**config.mk**
```make
export PLATFORM = sky130hd
export DESIGN_NAME = cv32e41s_sleep_ctrl_flat
export DESIGN_NICKNAME = d
export VERILOG_FILES = /design/src/rtl/cv32e41s_sleep_ctrl_if.sv /design/src/rtl/cv32e41s_sleep_ctrl.sv /design/src/flat_wrapper.sv
export SDC_FILE = /design/constraint.sdc
export NUM_CORES = 1
export LEC_CHECK = 0
export BUFFER_PORTS_ARGS = -buffer_cell sky130_fd_sc_hd__buf_2
export CORE_MARGIN = 5
export CORE_UTILIZATION = 25
export DETAILED_ROUTE_END_ITERATION = 16
export PLACE_DENSITY = 0.37
export SLEW_MARGIN = 10
export SYNTH_ARGS = -nofsm -noshare
export SYNTH_HDL_FRONTEND = slang
export SYNTH_SLANG_ARGS = --single-unit
```
**constraint.sdc**
```tcl
create_clock -name clk_ungated_i -period 2.3 [get_ports clk_ungated_i]
set_clock_uncertainty 0.15 [all_clocks]
set_input_delay 0.46 -clock clk_ungated_i [delete_from_list [all_inputs] [get_ports clk_ungated_i]]
set_output_delay 0.46 -clock clk_ungated_i [all_outputs]
set_load 0.03 [all_outputs]
```
**src/rtl/cv32e41s_sleep_ctrl_if.sv**
```systemverilog
// rtl/cv32e41s_sleep_ctrl_if.sv - core-side sleep/wake signal bundle for the sleep controller
interface cv32e41s_sleep_ctrl_if;
  logic sleep_req_i;
  logic fetch_busy_i;
  logic lsu_busy_i;
  logic wb_busy_i;
  logic irq_wu_i;
  logic debug_req_i;
  logic clock_en_o;
  logic core_sleep_o;
  logic wake_ack_o;

  modport master (
    output sleep_req_i, fetch_busy_i, lsu_busy_i, wb_busy_i, irq_wu_i, debug_req_i,
    input  clock_en_o, core_sleep_o, wake_ack_o
  );

  modport slave (
    input  sleep_req_i, fetch_busy_i, lsu_busy_i, wb_busy_i, irq_wu_i, debug_req_i,
    output clock_en_o, core_sleep_o, wake_ack_o
  );
endinterface

```
**src/rtl/cv32e41s_sleep_ctrl.sv**
```systemverilog
// rtl/cv32e41s_sleep_ctrl.sv - clock-gate enable controller: drain, sleep, wake with settle period
module cv32e41s_sleep_ctrl #(
  parameter int unsigned IDLE_CYCLES = 4,
  parameter int unsigned WAKE_CYCLES = 2
) (
  input  logic                        clk_ungated_i,
  input  logic                        rst_n,
  cv32e41s_sleep_ctrl_if.slave        bus
);

  if (IDLE_CYCLES < 1 || IDLE_CYCLES > 255) begin : gen_bad_idle
    $error("IDLE_CYCLES out of range 1..255");
  end
  if (WAKE_CYCLES < 1 || WAKE_CYCLES > 255) begin : gen_bad_wake
    $error("WAKE_CYCLES out of range 1..255");
  end

  localparam logic [7:0] IDLE_LAST = 8'(IDLE_CYCLES - 1);
  localparam logic [7:0] WAKE_LAST = 8'(WAKE_CYCLES - 1);

  typedef enum logic [1:0] {
    RUN   = 2'd0,
    DRAIN = 2'd1,
    SLEEP = 2'd2,
    WAKE  = 2'd3
  } state_e;

  state_e     state_q;
  logic [7:0] cnt_q;
  logic       clock_en_q;
  logic       core_sleep_q;
  logic       wake_ack_q;

  logic wake_evt;
  logic idle;

  assign wake_evt = bus.irq_wu_i | bus.debug_req_i;
  assign idle     = ~bus.fetch_busy_i & ~bus.lsu_busy_i & ~bus.wb_busy_i;

  // Outputs are updated alongside the state so the gate enable is a clean flop output.
  always_ff @(posedge clk_ungated_i or negedge rst_n) begin
    if (!rst_n) begin
      state_q      <= RUN;
      cnt_q        <= 8'd0;
      clock_en_q   <= 1'b1;
      core_sleep_q <= 1'b0;
      wake_ack_q   <= 1'b0;
    end else begin
      wake_ack_q <= 1'b0;
      case (state_q)
        RUN: begin
          if (bus.sleep_req_i && !wake_evt) begin
            state_q <= DRAIN;
            cnt_q   <= 8'd0;
          end
        end
        DRAIN: begin
          if (wake_evt || !bus.sleep_req_i) begin
            state_q <= RUN;
          end else if (!idle) begin
            cnt_q <= 8'd0;
          end else if (cnt_q == IDLE_LAST) begin
            state_q      <= SLEEP;
            clock_en_q   <= 1'b0;
            core_sleep_q <= 1'b1;
          end else begin
            cnt_q <= cnt_q + 8'd1;
          end
        end
        SLEEP: begin
          if (wake_evt) begin
            state_q      <= WAKE;
            cnt_q        <= 8'd0;
            clock_en_q   <= 1'b1;
            core_sleep_q <= 1'b0;
          end
        end
        WAKE: begin
          if (cnt_q == WAKE_LAST) begin
            state_q    <= RUN;
            wake_ack_q <= 1'b1;
          end else begin
            cnt_q <= cnt_q + 8'd1;
          end
        end
        default: begin
          state_q      <= RUN;
          clock_en_q   <= 1'b1;
          core_sleep_q <= 1'b0;
        end
      endcase
    end
  end

  assign bus.clock_en_o   = clock_en_q;
  assign bus.core_sleep_o = core_sleep_q;
  assign bus.wake_ack_o   = wake_ack_q;

endmodule

```
**src/flat_wrapper.sv**
```systemverilog
// flat-port wrapper written by rule: the top's interface ports become plain ports
module cv32e41s_sleep_ctrl_flat 
#(
  parameter int unsigned IDLE_CYCLES = 4,
  parameter int unsigned WAKE_CYCLES = 2
)
  (clk_ungated_i, rst_n, bus_sleep_req_i, bus_fetch_busy_i, bus_lsu_busy_i, bus_wb_busy_i, bus_irq_wu_i, bus_debug_req_i, bus_clock_en_o, bus_core_sleep_o, bus_wake_ack_o);
  cv32e41s_sleep_ctrl_if bus_i ();
  input  logic clk_ungated_i;
  input  logic rst_n;
  input wire logic [$bits(bus_i.sleep_req_i)-1:0] bus_sleep_req_i;
  input wire logic [$bits(bus_i.fetch_busy_i)-1:0] bus_fetch_busy_i;
  input wire logic [$bits(bus_i.lsu_busy_i)-1:0] bus_lsu_busy_i;
  input wire logic [$bits(bus_i.wb_busy_i)-1:0] bus_wb_busy_i;
  input wire logic [$bits(bus_i.irq_wu_i)-1:0] bus_irq_wu_i;
  input wire logic [$bits(bus_i.debug_req_i)-1:0] bus_debug_req_i;
  output wire logic [$bits(bus_i.clock_en_o)-1:0] bus_clock_en_o;
  output wire logic [$bits(bus_i.core_sleep_o)-1:0] bus_core_sleep_o;
  output wire logic [$bits(bus_i.wake_ack_o)-1:0] bus_wake_ack_o;
  assign bus_i.sleep_req_i = bus_sleep_req_i;
  assign bus_i.fetch_busy_i = bus_fetch_busy_i;
  assign bus_i.lsu_busy_i = bus_lsu_busy_i;
  assign bus_i.wb_busy_i = bus_wb_busy_i;
  assign bus_i.irq_wu_i = bus_irq_wu_i;
  assign bus_i.debug_req_i = bus_debug_req_i;
  assign bus_clock_en_o = bus_i.clock_en_o;
  assign bus_core_sleep_o = bus_i.core_sleep_o;
  assign bus_wake_ack_o = bus_i.wake_ack_o;
  cv32e41s_sleep_ctrl #(.IDLE_CYCLES(IDLE_CYCLES), .WAKE_CYCLES(WAKE_CYCLES)) u_core (.clk_ungated_i(clk_ungated_i), .rst_n(rst_n), .bus(bus_i));
endmodule
```
Word level (Yosys, flattened, before mapping)
Index checks and enable logic that the tools add are counted.
- flip-flop bits (word level): 13
- logic and storage cells: 62
- output and inout bits: 3
- multiplexer cells: 26
- reductions and logical operators: 9
- equal/unequal tests: 15
- add/sub/neg operators: 1
- bitwise operators: 6
- operator list (cell ; number):
    2-to-1 mux 8 bit ; 6
    one-hot mux 8 bit (4 select lines) ; 1
    AND reduction 5 bit ; 3
    2-to-1 mux 2 bit ; 6
    2-to-1 mux 1 bit ; 10
    != test 2 x 1 -> 1 bit (second input constant) ; 5
    adder 8 x 1 -> 8 bit (second input constant) ; 1
    equality test 8 x 1 -> 1 bit (second input constant) ; 1
    equality test 8 x 2 -> 1 bit (second input constant) ; 1
    one-hot mux 2 bit (4 select lines) ; 1
    != test 3 x 1 -> 1 bit (second input constant) ; 2
    equality test 2 bit (second input constant) ; 2
    != test 2 bit (second input constant) ; 2
    one-hot mux 1 bit (2 select lines) ; 2
    != test 3 bit (second input constant) ; 1
    NOT 1 bit ; 3
    bitwise AND 1 bit ; 2
    equality test 2 x 1 -> 1 bit (second input constant) ; 1
    zero test 1 bit ; 2
    zero test 2 bit ; 1
    nonzero test 2 bit ; 1
    logical AND 1 bit ; 1
    logical OR 1 bit ; 1
    OR 1 bit ; 1

Longest topological paths before layout
- word-level depth: 6
- mapped depth: 7
- gate-level depth less buffers: 6

Worst setup path after synthesis
No wires, ideal clock.
- path kind: flip-flop to flip-flop
- start: reg (tool-made name)
- end: reg u_core.cnt_q[3]
- data required time: 2.055 ns
- setup time: 0.095 ns
- path slack: 0.176 ns
- cell stages (with the launch flop): 7
- path buffers: 1
- arrival time: 1.878 ns
- path through: dfrtp_1 -> inv_1 -> ha_1 -> or4b_1 -> buf_2 -> a221o_1 -> o31ai_1
- RTL lines (what ; RTL line ; RTL):
    end signal, assigned ; cv32e41s_sleep_ctrl.sv:67 ; cnt_q <= cnt_q + 8'd1;
    end signal, assigned ; cv32e41s_sleep_ctrl.sv:83 ; cnt_q <= cnt_q + 8'd1;
    end, declared ; cv32e41s_sleep_ctrl.sv:29 ; logic [7:0] cnt_q;

==> impl_metrics.ini <==
[outcome]
outcome = finished, final reports clean

[routing]
vias = 771
vias_per_cell = 4.911
drc = 0
post_drt_wl_per_cell_um = 13.59
dr.pass1.iters = 4
drt_iter0_markers = 22
wirelength_um = 2133
antenna_left = 0

[sta]
tightest_slew_ps = 434.1
setup_viol = 0
rsz0062_at_grt = false
period_share_pct = 94.21
finalCriticalPeriod_ps = 2167
drv_slew = 0
hold_viol_final = 0
tns_ps = 0
relSlewSlack_pct = 70.66
fmax_mhz = 461.5
setup_ws_ps = 133.3

[floorplan]
die_w_um = 68.72
num_rows = 21
start_util_pct = 25.83
io_pins = 11
core_um2 = 3337
die_h_um = 68.72
dieArea_um2 = 4722

[synthesis]
synth_warnings = 0
synth_seq_cells = 13
ys_async_sr_fraction_pct = 100.0
yosys_most_used_dff = dfrtp_1
synthCells = 86
syn_area_um2 = 862.1
ys_seq_area_share_pct = 37.88
syn_area_per_cell_um2 = 10.02
synthesis.nets = 100
synth_cell_types = 35
synth_edf_count = 0

[power]
p_leak_nw = 0.5062
pwr-share-seq_pct = 32.1
power.share.clock_pct = 16.3
power_per_cell_area_nw_per_um2 = 860.4
power.share.combinational_pct = 51.7
ir_drop_v = 0.0002518
swShare_pct = 38.88
p_int_mw = 0.5711
p_sw_mw = 0.3634

[placed_design]
place_ws_ps = 100.3
dpl-instance-area_um2 = 1047
io_buffers = 10
placed_cells = 152
gp_congestion = 0.7533
place_hpwl_um = 1623

[worst_setup_path]
slowest_delay_ps = 470
worst-r2r-cell-count = 6
cp-start-kind = flip-flop
criticalPathCategory = flip-flop to flip-flop
critPathMaxFanout = 4
worstPathCellList = inv_1, ha_2, or4b_1, a221o_1, buf_4, o31ai_1
cp-end-kind = flip-flop
rrSetupSlack_ps = 130
slowest_stage = or4b_1
crit_required_ps = 2330
rr_endpoint = u_core.cnt_q[3]
cp.arrival_ps = 2200

[cts]
numCtsBuffers = 3
root_buffer = clkbuf_4
post_cts_buffers = 0
h-tree-depth = 1
cts_tree = yes
clk_latency_ps = 280
clock_path_buffers = 2
clock-sinks = 13
clk_pin_slew_ps = 90

[flow_run]
maxCapViolCount = 0

[layout]
layout.nets = 126
final_cell_count_no_fill = 157
drive_gt1_share_pct = 31.53
seq_area_um2 = 326.6
fin_util_pct = 32.55
finalInstanceArea_um2 = 1086
diodes = 0
syn2layout_area_growth_pct = 25.98
fillCellCount = 374
multi_input_area_um2 = 503.0

[global_route]
antenna_found_initial = 0
grt_max_degree = 14
grt_pass1_wl_um = 3594
grt_use_total_pct = 10.38
grt_overflow = 0
grt_pass1_vias = 777

[worst_hold_path]
whs_endpoint = u_core.cnt_q[7]
whs_path_depth = 1
hp-class = flip-flop to flip-flop
hold_start = u_core.cnt_q[7]
## worst max-delay path by stage
stage | from | end | slack, ps
2_1_floorplan | flip-flop | u_core.cnt_q[3] | 180
4_1_cts | flip-flop | u_core.cnt_q[3] | 80
3_5_place_dp | bus_debug_req_i | u_core.cnt_q[3] | 100
6_report | flip-flop | u_core.cnt_q[3] | 130
5_1_grt | u_core.state_q[0] | u_core.cnt_q[3] | 4
3_3_place_gp | bus_debug_req_i | u_core.cnt_q[3] | 80
## state kept, by name, indices dropped and copies added, names as in the netlist, named ones only
register,cells
u_core.bus.clock_en_o,1
u_core.cnt_q,8
u_core.state_q,1
u_core.bus.wake_ack_o,1
u_core.bus.core_sleep_o,1
## worst max-delay path: cells and delay by family, from the launching register on
family / cells / cell delay (ps)
buffers and inverters: 2 / 230
flip-flops: 1 / 390
AND/OR/NAND/NOR: 1 / 470
adder cells (fa/ha/maj): 1 / 210
AO/OA/AOI/OAI: 2 / 610
## final cells by class
cell class	count	share of cell area [%]
multi-input combinational	64	46.31
clock buffer	4	2.419
timing repair buffer	22	13.13
inverter	8	2.765
tap	46	5.300
sequential	13	30.07
## cells in the final DEF, fill, tap and decap left out, types with 3 or more instances in the layout
| cell | instances |
|---|---|
| o31ai_1 | 12 |
| dfrtp_1 | 12 |
| buf_4 | 11 |
| buf_2 | 10 |
| inv_1 | 8 |
| a21oi_1 | 6 |
| nand3_1 | 5 |
| ha_1 | 5 |
| nand2_1 | 3 |
| mux2i_1 | 3 |
| clkbuf_4 | 3 |
## power groups by stage
stage	clock network, mW	logic (mW)	registers (mW)
floorplan	0	0.281	0.337
global placement	0	0.486	0.302
detailed placement	0	0.484	0.303
CTS	0.160	0.488	0.299
global route	0.167	0.539	0.306
finish	0.152	0.483	0.300
## kinds of logic (layout without fill, tap and decap cells)
group | after synthesis | after routing | share of synthesized area (%)
AOI/OAI and AO/OA | 27 | 27 | 22.93
buffers and inverters | 9 | 34 | 4.063
adders and majority gates | 6 | 6 | 8.708
muxes | 6 | 6 | 7.837
and+or+nand+nor | 25 | 25 | 18.58
DFF | 13 | 13 | 37.88
## per-layer routing
layer | GRT usage, % | up-vias | part of all wire, %
met1 | 13.04 | 370 | 48
li1 | - | 379 | -
met5 | 0 | - | 0
met2 | 16.92 | 18 | 45
met3 | 2.431 | 4 | 5.8
met4 | 4.380 | 0 | 1.4
## synth_stat cells, drive strengths merged, types with 2 or more instances
| master | instances | area (µm²) |
|---|---|---|
| nand3 | 5 | 25.02 |
| inv | 8 | 30.03 |
| and2 | 2 | 13.77 |
| or2 | 2 | 12.52 |
| and3 | 2 | 13.77 |
| dfrtp | 12 | 300.3 |
| or4b | 2 | 20.02 |
| mux2 | 3 | 37.53 |
| mux2i | 3 | 30.03 |
| o31ai | 12 | 90.09 |
| a32oi | 2 | 17.52 |
| a21oi | 6 | 30.03 |
| ha | 6 | 75.07 |
| nor2 | 2 | 7.510 |
| nand2 | 3 | 11.26 |
## per-stage QoR
stage	hold WS [ps]	power, mW
CTS	336.2	0.9471
finish	335.6	0.9345
detailed placement	231.0	0.7874
floorplan	14.41	0.6181
global placement	230.7	0.7884
global route	345.2	1.011
## what timing repair did
item	in CTS	in global routing
hold endpoints to repair	12	0
hold buffers	1	0
setup endpoints to repair	0	1
gates resized for setup	0	1
Note: power is estimated with default switching activity, not from simulation.
